==> config.mk <==
export PLATFORM = sky130hd
export DESIGN_NAME = axis_chan_deserial_flat
export DESIGN_NICKNAME = d
export VERILOG_FILES = /design/src/rtl/axis_chan_deserial_pkg.sv /design/src/rtl/axis_chan_deserial_if.sv /design/src/rtl/axis_chan_deserial_counter.sv /design/src/rtl/axis_chan_deserial.sv /design/src/flat_wrapper.sv
export SDC_FILE = /design/constraint.sdc
export NUM_CORES = 1
export LEC_CHECK = 0
export ABC_AREA = 1
export BUFFER_PORTS_ARGS = -buffer_cell sky130_fd_sc_hd__buf_2
export CORE_ASPECT_RATIO = 2
export CORE_UTILIZATION = 50
export CTS_CLUSTER_SIZE = 20
export DETAILED_ROUTE_END_ITERATION = 10
export PLACE_DENSITY = 0.73
export SLEW_MARGIN = 40
export SYNTH_ARGS = -nofsm -noshare
export SYNTH_HDL_FRONTEND = slang
export SYNTH_SLANG_ARGS = --single-unit
==> constraint.sdc <==
create_clock -name clk -period 1.8 [get_ports clk]
set_input_delay 0.36 -clock clk [delete_from_list [all_inputs] [get_ports clk]]
set_output_delay 0.36 -clock clk [all_outputs]
set_load 0.005 [all_outputs]
==> src/rtl/axis_chan_deserial_pkg.sv <==
// Shared types and helpers for the channel deserializer.
//   align_e      : classification of an accepted beat's tlast against the
//                  channel counter.
//   count_width  : width of the channel index counter for a channel count.
package axis_chan_deserial_pkg;

  typedef enum logic [1:0] {
    ALIGN_OK,          // tlast agrees with the channel index
    ALIGN_EARLY_LAST,  // tlast before the final channel: word dropped
    ALIGN_LATE_LAST    // final channel without tlast: word still emitted
  } align_e;

  function automatic int unsigned count_width(input int unsigned num_channels);
    return (num_channels <= 2) ? 1 : $clog2(num_channels);
  endfunction

endpackage

==> src/rtl/axis_chan_deserial_if.sv <==
// Stream bundle for the channel deserializer.
//   s_axis_* : narrow per-channel input stream (CHANNEL_WIDTH data + tlast)
//   m_axis_* : wide packed output stream (NUM_CHANNELS*CHANNEL_WIDTH data)
//   slave    : deserializer side (consumes s_axis, produces m_axis)
//   master   : environment side (produces s_axis, consumes m_axis)
interface axis_chan_deserial_if #(
  parameter int unsigned NUM_CHANNELS  = 4,
  parameter int unsigned CHANNEL_WIDTH = 64
);
  localparam int unsigned DATA_WIDTH = CHANNEL_WIDTH * NUM_CHANNELS;

  logic                     s_axis_tvalid;
  logic                     s_axis_tready;
  logic [CHANNEL_WIDTH-1:0] s_axis_tdata;
  logic                     s_axis_tlast;

  logic                     m_axis_tvalid;
  logic                     m_axis_tready;
  logic [DATA_WIDTH-1:0]    m_axis_tdata;

  modport slave (
    input  s_axis_tvalid, s_axis_tdata, s_axis_tlast, m_axis_tready,
    output s_axis_tready, m_axis_tvalid, m_axis_tdata
  );

  modport master (
    output s_axis_tvalid, s_axis_tdata, s_axis_tlast, m_axis_tready,
    input  s_axis_tready, m_axis_tvalid, m_axis_tdata
  );

endinterface

==> src/rtl/axis_chan_deserial_counter.sv <==
// Bounded up-counter used as the channel index.
//   clk   : clock, rising edge
//   rst   : synchronous active-high reset to LOWER
//   ena   : advance by one
//   count : current value, LOWER..UPPER; at UPPER it wraps to LOWER when
//           WRAPAROUND is nonzero, otherwise it saturates
module axis_chan_deserial_counter #(
  parameter int unsigned WIDTH      = 2,
  parameter int unsigned LOWER      = 0,
  parameter int unsigned UPPER      = 3,
  parameter int unsigned WRAPAROUND = 1
) (
  input  logic             clk,
  input  logic             rst,
  input  logic             ena,
  output logic [WIDTH-1:0] count
);

  logic [WIDTH-1:0] count_q, count_d;

  always_comb begin
    count_d = count_q;
    if (ena) begin
      if (count_q == WIDTH'(UPPER)) begin
        count_d = (WRAPAROUND != 0) ? WIDTH'(LOWER) : count_q;
      end else begin
        count_d = count_q + WIDTH'(1);
      end
    end
  end

  always_ff @(posedge clk) begin
    if (rst) count_q <= WIDTH'(LOWER);
    else     count_q <= count_d;
  end

  assign count = count_q;

endmodule

==> src/rtl/axis_chan_deserial.sv <==
// Channel deserializer: packs NUM_CHANNELS consecutive CHANNEL_WIDTH beats
// (channel 0 first, tlast on the final channel) into one wide word with
// channel n at [n*CHANNEL_WIDTH +: CHANNEL_WIDTH].
//   clk, rst_n : clock and synchronous active-low reset
//   axis       : s_axis input stream, m_axis packed output stream
//   err_align  : one-cycle pulse after a beat whose tlast disagrees with
//                the channel index
module axis_chan_deserial
  import axis_chan_deserial_pkg::*;
#(
  parameter int unsigned NUM_CHANNELS  = 4,
  parameter int unsigned CHANNEL_WIDTH = 64
) (
  input  logic                     clk,
  input  logic                     rst_n,
  axis_chan_deserial_if.slave      axis,
  output logic                     err_align
);

  localparam int unsigned DATA_WIDTH  = CHANNEL_WIDTH * NUM_CHANNELS;
  localparam int unsigned COUNT_WIDTH = count_width(NUM_CHANNELS);
  localparam int unsigned LAST_CH     = NUM_CHANNELS - 1;

  logic [COUNT_WIDTH-1:0]   count;
  logic                     at_last;
  logic                     s_ready;
  logic                     s_frame;
  logic                     m_frame;
  logic                     count_clr;
  align_e                   align;

  // The final channel bypasses the lanes straight into the output word.
  logic [CHANNEL_WIDTH-1:0] lanes_q [0:LAST_CH-1];
  logic [CHANNEL_WIDTH-1:0] lanes_d [0:LAST_CH-1];
  logic                     m_tvalid_q, m_tvalid_d;
  logic [DATA_WIDTH-1:0]    m_tdata_q,  m_tdata_d;
  logic                     err_q,      err_d;
  logic [DATA_WIDTH-1:0]    pack_word;
  logic [CHANNEL_WIDTH-1:0] m_chan_view [0:NUM_CHANNELS-1];

  assign at_last = (count == COUNT_WIDTH'(LAST_CH));
  // Stall only the final beat, and only while an unconsumed word is held.
  assign s_ready = ~at_last | ~m_tvalid_q | axis.m_axis_tready;
  assign s_frame = axis.s_axis_tvalid & s_ready;
  assign m_frame = m_tvalid_q & axis.m_axis_tready;

  always_comb begin
    align = ALIGN_OK;
    if (s_frame) begin
      if (axis.s_axis_tlast && !at_last)      align = ALIGN_EARLY_LAST;
      else if (!axis.s_axis_tlast && at_last) align = ALIGN_LATE_LAST;
    end
  end

  assign count_clr = ~rst_n | (align == ALIGN_EARLY_LAST);

  axis_chan_deserial_counter #(
    .WIDTH      (COUNT_WIDTH),
    .LOWER      (0),
    .UPPER      (LAST_CH),
    .WRAPAROUND (1)
  ) u_count (
    .clk   (clk),
    .rst   (count_clr),
    .ena   (s_frame),
    .count (count)
  );

  for (genvar g = 0; g < LAST_CH; g++) begin : g_pack
    assign pack_word[g*CHANNEL_WIDTH +: CHANNEL_WIDTH] = lanes_q[g];
  end
  assign pack_word[LAST_CH*CHANNEL_WIDTH +: CHANNEL_WIDTH] = axis.s_axis_tdata;

  always_comb begin
    lanes_d    = lanes_q;
    m_tvalid_d = m_tvalid_q;
    m_tdata_d  = m_tdata_q;
    err_d      = (align != ALIGN_OK);

    // Index compare keeps the lane write in range for any channel count.
    if (s_frame && !at_last) begin
      for (int unsigned i = 0; i < LAST_CH; i++) begin
        if (count == COUNT_WIDTH'(i)) lanes_d[i] = axis.s_axis_tdata;
      end
    end

    // A load on the same cycle as a consume replaces the word without a bubble.
    if (s_frame && at_last) begin
      m_tvalid_d = 1'b1;
      m_tdata_d  = pack_word;
    end else if (m_frame) begin
      m_tvalid_d = 1'b0;
    end
  end

  always_ff @(posedge clk) begin
    if (!rst_n) begin
      lanes_q    <= '{default: '0};
      m_tvalid_q <= 1'b0;
      m_tdata_q  <= '0;
      err_q      <= 1'b0;
    end else begin
      lanes_q    <= lanes_d;
      m_tvalid_q <= m_tvalid_d;
      m_tdata_q  <= m_tdata_d;
      err_q      <= err_d;
    end
  end

  // Per-channel view of the output word, handy in waveforms.
  for (genvar g = 0; g < NUM_CHANNELS; g++) begin : g_view
    assign m_chan_view[g] = m_tdata_q[g*CHANNEL_WIDTH +: CHANNEL_WIDTH];
    assign axis.m_axis_tdata[g*CHANNEL_WIDTH +: CHANNEL_WIDTH] = m_chan_view[g];
  end

  assign axis.s_axis_tready = s_ready;
  assign axis.m_axis_tvalid = m_tvalid_q;
  assign err_align          = err_q;

endmodule

==> src/flat_wrapper.sv <==
// flat-port wrapper written by rule: the top's interface ports become plain ports
module axis_chan_deserial_flat import axis_chan_deserial_pkg::*;
#(
  parameter int unsigned NUM_CHANNELS  = 4,
  parameter int unsigned CHANNEL_WIDTH = 64
)
  (clk, rst_n, err_align, axis_s_axis_tvalid, axis_s_axis_tdata, axis_s_axis_tlast, axis_m_axis_tready, axis_s_axis_tready, axis_m_axis_tvalid, axis_m_axis_tdata);
  axis_chan_deserial_if #(.NUM_CHANNELS(NUM_CHANNELS), .CHANNEL_WIDTH(CHANNEL_WIDTH)) axis_i ();
  input  logic clk;
  input  logic rst_n;
  output logic err_align;
  input wire logic [$bits(axis_i.s_axis_tvalid)-1:0] axis_s_axis_tvalid;
  input wire logic [$bits(axis_i.s_axis_tdata)-1:0] axis_s_axis_tdata;
  input wire logic [$bits(axis_i.s_axis_tlast)-1:0] axis_s_axis_tlast;
  input wire logic [$bits(axis_i.m_axis_tready)-1:0] axis_m_axis_tready;
  output wire logic [$bits(axis_i.s_axis_tready)-1:0] axis_s_axis_tready;
  output wire logic [$bits(axis_i.m_axis_tvalid)-1:0] axis_m_axis_tvalid;
  output wire logic [$bits(axis_i.m_axis_tdata)-1:0] axis_m_axis_tdata;
  assign axis_i.s_axis_tvalid = axis_s_axis_tvalid;
  assign axis_i.s_axis_tdata = axis_s_axis_tdata;
  assign axis_i.s_axis_tlast = axis_s_axis_tlast;
  assign axis_i.m_axis_tready = axis_m_axis_tready;
  assign axis_s_axis_tready = axis_i.s_axis_tready;
  assign axis_m_axis_tvalid = axis_i.m_axis_tvalid;
  assign axis_m_axis_tdata = axis_i.m_axis_tdata;
  axis_chan_deserial #(.NUM_CHANNELS(NUM_CHANNELS), .CHANNEL_WIDTH(CHANNEL_WIDTH)) u_core (.clk(clk), .rst_n(rst_n), .axis(axis_i), .err_align(err_align));
endmodule
## Yosys cells after proc, flatten, opt, wreduce, memory -nomap -nowiden

Index checks and enable logic that the tools add are counted.

- Flip-flop bits (word level): 452
- Input port bits: 69

- $add $sub $neg: 1
- Eq/ne operators: 4
- Multiplexer cells: 6
- Bitwise gates (word level): 8
- Reductions and logical operators: 12

Operator list:

| cell | count |
|---|---|
| 2-bit 2-to-1 mux | 4 |
| 2-bit AND reduction | 3 |
| 2-bit by 1-bit equality test with 1-bit output, second input constant | 2 |
| 2-bit equality test, second input constant | 2 |
| 1-bit logical AND | 4 |
| 2-bit nonzero test | 2 |
| 1-bit NOT | 3 |
| 1-bit bitwise OR | 3 |
| 2-bit by 1-bit adder with 2-bit output, second input constant | 1 |
| 1-bit AND | 2 |
| 1-bit zero test | 2 |
| 2-bit zero test | 1 |
| 1-bit 2-to-1 mux | 2 |

## Logic depth before layout (Yosys ltp)

- Depth after elaboration: 8
- Depth in mapped cells: 9
- Depth with buffers taken out: 6

## By module

Synthesis repeated with hierarchy kept, for this count alone.

- Cell total of the unflattened synthesis: 2504
- Area total of the unflattened synthesis: 17675.7 um2

Modules (own cells, without submodules):

| module | times used | cells each | area each (um2) | seq. area each (um2) |
|---|---|---|---|---|
| axis_chan_deserial | 1 | 2490 | 17575.6 | 9008.6 |
| axis_chan_deserial_counter | 1 | 14 | 100.1 | 40.0 |

## Worst setup path before layout

No wires, ideal clock.

- Path type: reg-to-reg
- Start point: register u_core.u_count.count_q[0] (netlist: u_core.u_count.count[0])
- End point: register u_core.lanes_q[53] in the netlist's numbering
- Data arrival time: 1268 ps
- Path slack: 462 ps
- Stages on the path, launching flop included: 7
- Buffers on the path: 2
- Path through: dfxtp_1 -> inv_1 -> ha_1 -> buf_2 -> buf_1 -> nand4_1 -> a21oi_1

- Cells in the longest elaborated chain, start to end: 7
- Elaborated cells on any way between the ends: 9
- Those cells by class: eq/ne (2); bitwise (4); reduce/logical (3)

Ends and longest elaborated chain:

| item | RTL line | RTL |
|---|---|---|
| from (decl) | axis_chan_deserial_counter.sv:19 | `logic [WIDTH-1:0] count_q, count_d;` |
| from (signal assigned) | axis_chan_deserial_counter.sv:33 | `if (rst) count_q <= WIDTH'(LOWER);` |
| from (signal assigned) | axis_chan_deserial_counter.sv:34 | `else count_q <= count_d;` |
| 2-bit equality test | axis_chan_deserial.sv:41 | `assign at_last = (count == COUNT_WIDTH'(LAST_CH));` |
| 1-bit NOT | axis_chan_deserial.sv:43 | `assign s_ready = ~at_last \| ~m_tvalid_q \| axis.m_axis_tready;` |
| 1-bit bitwise OR (2 in a row) | axis_chan_deserial.sv:43 |  |
| 1-bit AND | axis_chan_deserial.sv:44 | `assign s_frame = axis.s_axis_tvalid & s_ready;` |
| 1-bit logical AND | axis_chan_deserial.sv:81 | `if (s_frame && !at_last) begin` |
| 2-bit AND reduction (no line) * | n/a |  |
| to (signal assigned) | axis_chan_deserial.sv:103 | `lanes_q <= lanes_d;` |
| to (decl) | axis_chan_deserial.sv:33 | `logic [CHANNEL_WIDTH-1:0] lanes_q [0:LAST_CH-1];` |

Mark *: on every way between the ends. The rest lies on a longest branch, timed or not.
A chain may end at the register's enable or synchronous reset.

## Final worst setup path

- Start point: register u_core.u_count.count_q[1] (netlist: u_core.u_count.count[1])
- End point: output axis_s_axis_tready

- Cells in the longest elaborated chain, start to end: 4

Ends and longest elaborated chain:

| item | RTL line | RTL |
|---|---|---|
| 2-bit equality test | axis_chan_deserial.sv:41 |  |
| 1-bit NOT | axis_chan_deserial.sv:43 |  |
| 1-bit bitwise OR (2 in a row) | axis_chan_deserial.sv:43 |  |
| to (decl) | flat_wrapper.sv:16 | `output wire logic [$bits(axis_i.s_axis_tready)-1:0] axis_s_axis_tready;` |

No other way between the ends.

==> flow_metrics.env <==
export IMPL_postRouteWirelength_mm=49.8
export IMPL_grt_pass1_vias=15600
export IMPL_num_rows=97
export IMPL_routedWlPerCell_um=15.4
export IMPL_ir_drop_v=0.00108
export IMPL_leakage_nw=11.2
export IMPL_worst_hold_slack_ns=0.111
export IMPL_worstSetupPathType="flop to output port"
export IMPL_period_needed_ns=1.72
export IMPL_clock_latency_ns=0.54
export IMPL_synth_fp_nets=2600
export IMPL_drv_slew=0
export IMPL_overflow=0
export IMPL_start_kind="flop"
export IMPL_drt_iter0_markers=881
export IMPL_worstMarginPinSlew_ns=0.517
export IMPL_vias=16400
export IMPL_outcome="finished, final reports clean"
export IMPL_grt_setup_unrepaired="false"
export IMPL_fmax_mhz=583
export IMPL_clock_tree_buffer_depth=3
export IMPL_final_util=0.606
export IMPL_cts_root_buffer="clkbuf_16"
export IMPL_avgSynthCellArea_sq_um=7.11
export IMPL_placed_cells=3161
export IMPL_slew_headroom=0.655
export IMPL_fin_ws_ns=0.0844
export IMPL_finClkSkew_ns=0.0161
export IMPL_yosysSeqAreaShare=0.503
export IMPL_groute_layer_met3_usage=0.0419
export IMPL_cp_required_ns=1.44
export IMPL_initial_core_util=0.511
export IMPL_fillers=3203
export IMPL_portBuffers=327
export IMPL_dieArea_sq_mm=0.0368
export IMPL_drc=0
export IMPL_met2_usage=0.492
export IMPL_dp_hpwl_mm=32.2
export IMPL_antenna_left=0
export IMPL_numCtsBuffers=39
export IMPL_grt_pass1_wl_mm=79.2
export IMPL_drive_gt1_frac=0.162
export IMPL_nets=2831
export IMPL_dp_slack_ns=0.125
export IMPL_synth_area_sq_mm=0.0180
export IMPL_synthCells=2527
export IMPL_htree_levels=2
export IMPL_finalWeightedCongestion=0.790
export IMPL_fp_dieH_um=270
export IMPL_fin_cells=3228
export IMPL_core_area_sq_mm=0.0352
export IMPL_track_usage=0.269
export IMPL_vias_per_cell=5.09
export IMPL_die_w_um=136
export IMPL_period_share=0.953
export IMPL_antenna_found_initial=1
export IMPL_critPathArrivalTime_ns=1.36
export IMPL_areaGrowthSynthToFinish_pct=18.7
export IMPL_endpoint_kind="output port"
export IMPL_dr_pass1_iters=5
export IMPL_ys_warnings_count=0
export IMPL_met1_usage=0.291
export IMPL_cts_tree="built"
export IMPL_hold_viol=0
export IMPL_holdBufCountCts=0
export IMPL_clock_sinks=452
export IMPL_setup_tns_final_ns=0
export IMPL_busiest_layer="met2"
export IMPL_crit_fanout=4
export IMPL_ys_seq_elements=452
export IMPL_setup_viol=0
export IMPL_netlist_cell_type_count=15
export IMPL_antenna_cells=0
export IMPL_ios=328
export IMPL_maxCapViolations=0
export IMPL_powerDensity_mw_per_mm2=953
export IMPL_grt_max_degree=84
export IMPL_hold_class="input port to flop"
export IMPL_clk_pin_slew_worst_paths_ns=0.06
layout by cell type, fill, tap and decap left out, types with 2 or more instances in the layout:
master	netlist	layout
dfxtp_1	452	450
ha_4	0	4
a21oi_1	195	195
inv_1	261	260
clkinv_2	0	9
inv_6	0	2
dfxtp_4	0	2
bufinv_16	0	6
nand4_1	192	192
clkbuf_1	28	6
nand3_4	0	4
buf_12	0	31
nor2_1	513	513
clkbuf_16	0	41
nand2_1	711	711
buf_4	6	21
nand3_1	6	4
buf_2	103	325
clkbuf_8	0	5
what timing repair did:
action | in CTS | in global routing
resized for setup | 7 | 0
setup buffers | 1 | 0
endpoints found under the setup margin | 1 | 0
path summary, 6_finish.rpt:
kind,startpoint,endpoint,slack (ns),depth (start not counted)
setup / recovery,u_core.u_count.count[1],axis_s_axis_tready,0.08,3
setup reg to reg,u_core.u_count.count[1],u_core.axis.m_axis_tdata[67],0.14,8
hold reg to reg,u_core.lanes_q[164],u_core.lanes_q[164],0.46,2
hold / removal,axis_s_axis_tdata[19],u_core.axis.m_axis_tdata[211],0.11,3
cell type report:
| type | count | area, sq um | area share |
|---|---|---|---|
| Clock inverter | 15 | 225 | 0.0106 |
| Inverter | 262 | 993 | 0.0466 |
| Tap cell | 445 | 557 | 0.0261 |
| Multi-Input combinational cell | 1624 | 6970 | 0.327 |
| Sequential cell | 452 | 9060 | 0.424 |
| Clock buffer | 51 | 1100 | 0.0517 |
| Timing Repair Buffer | 379 | 2430 | 0.114 |
synth_stat cells:
master / count / share of area
nand4_1: 192 / 0.067
dfxtp_1: 452 / 0.50
a21oi_1: 195 / 0.054
inv_2: 1 / 0.00021
buf_2: 103 / 0.029
buf_4: 6 / 0.0025
inv_1: 261 / 0.054
clkbuf_1: 28 / 0.0058
ha_1: 4 / 0.0028
nand2_1: 711 / 0.15
buf_1: 25 / 0.0052
nor2_1: 513 / 0.11
nand3_1: 6 / 0.0017
buf_6: 27 / 0.017
nand3_2: 3 / 0.0017
worst max-delay path: stages, from the launching register on:
cell     delay [ns]
dfxtp_4        0.38
ha_4           0.15
nand3_2        0.11
buf_2          0.17
stage by stage:
| stage | total power, W | instance area, sq um |
|---|---|---|
| 2_1_floorplan | 0.0112 | 18000 |
| 3_3_place_gp | 0.0117 | 20000 |
| 3_5_place_dp | 0.0117 | 20000 |
| 4_1_cts | 0.0205 | 21300 |
| 5_1_grt | 0.0210 | 21300 |
| 6_report | 0.0203 | 21300 |
metal layers:
metal,wire [um],share of wire
met1,18900,0.38
met2,26000,0.52
met3,2530,0.051
met4,2310,0.046
met5,17,0.00034
power breakdown:
group,switching (W),leakage [nW],internal (W)
Clock,0.00370,0.661,0.00518
Sequential,0.000108,3.66,0.0102
Combinational,0.000797,6.86,0.000370
state kept, by name, summed over array words and instances, names as in the netlist:
signal and flops:
u_core.axis.m_axis_tdata 256, u_core.axis.m_axis_tvalid 1, u_core.err_align 1, u_core.lanes_q 192
u_core.u_count.count 2
cell families (layout without fill, tap and decap cells):
logic type,after synthesis,in the layout,synth area share
DFF,452,452,0.503
and+or+nand+nor,1425,1425,0.326
buffers and inverters,451,707,0.114
adders and majority gates,4,4,0.00278
AOI/OAI and AO/OA,195,195,0.0543
Note: power is estimated with default switching activity, not from simulation.
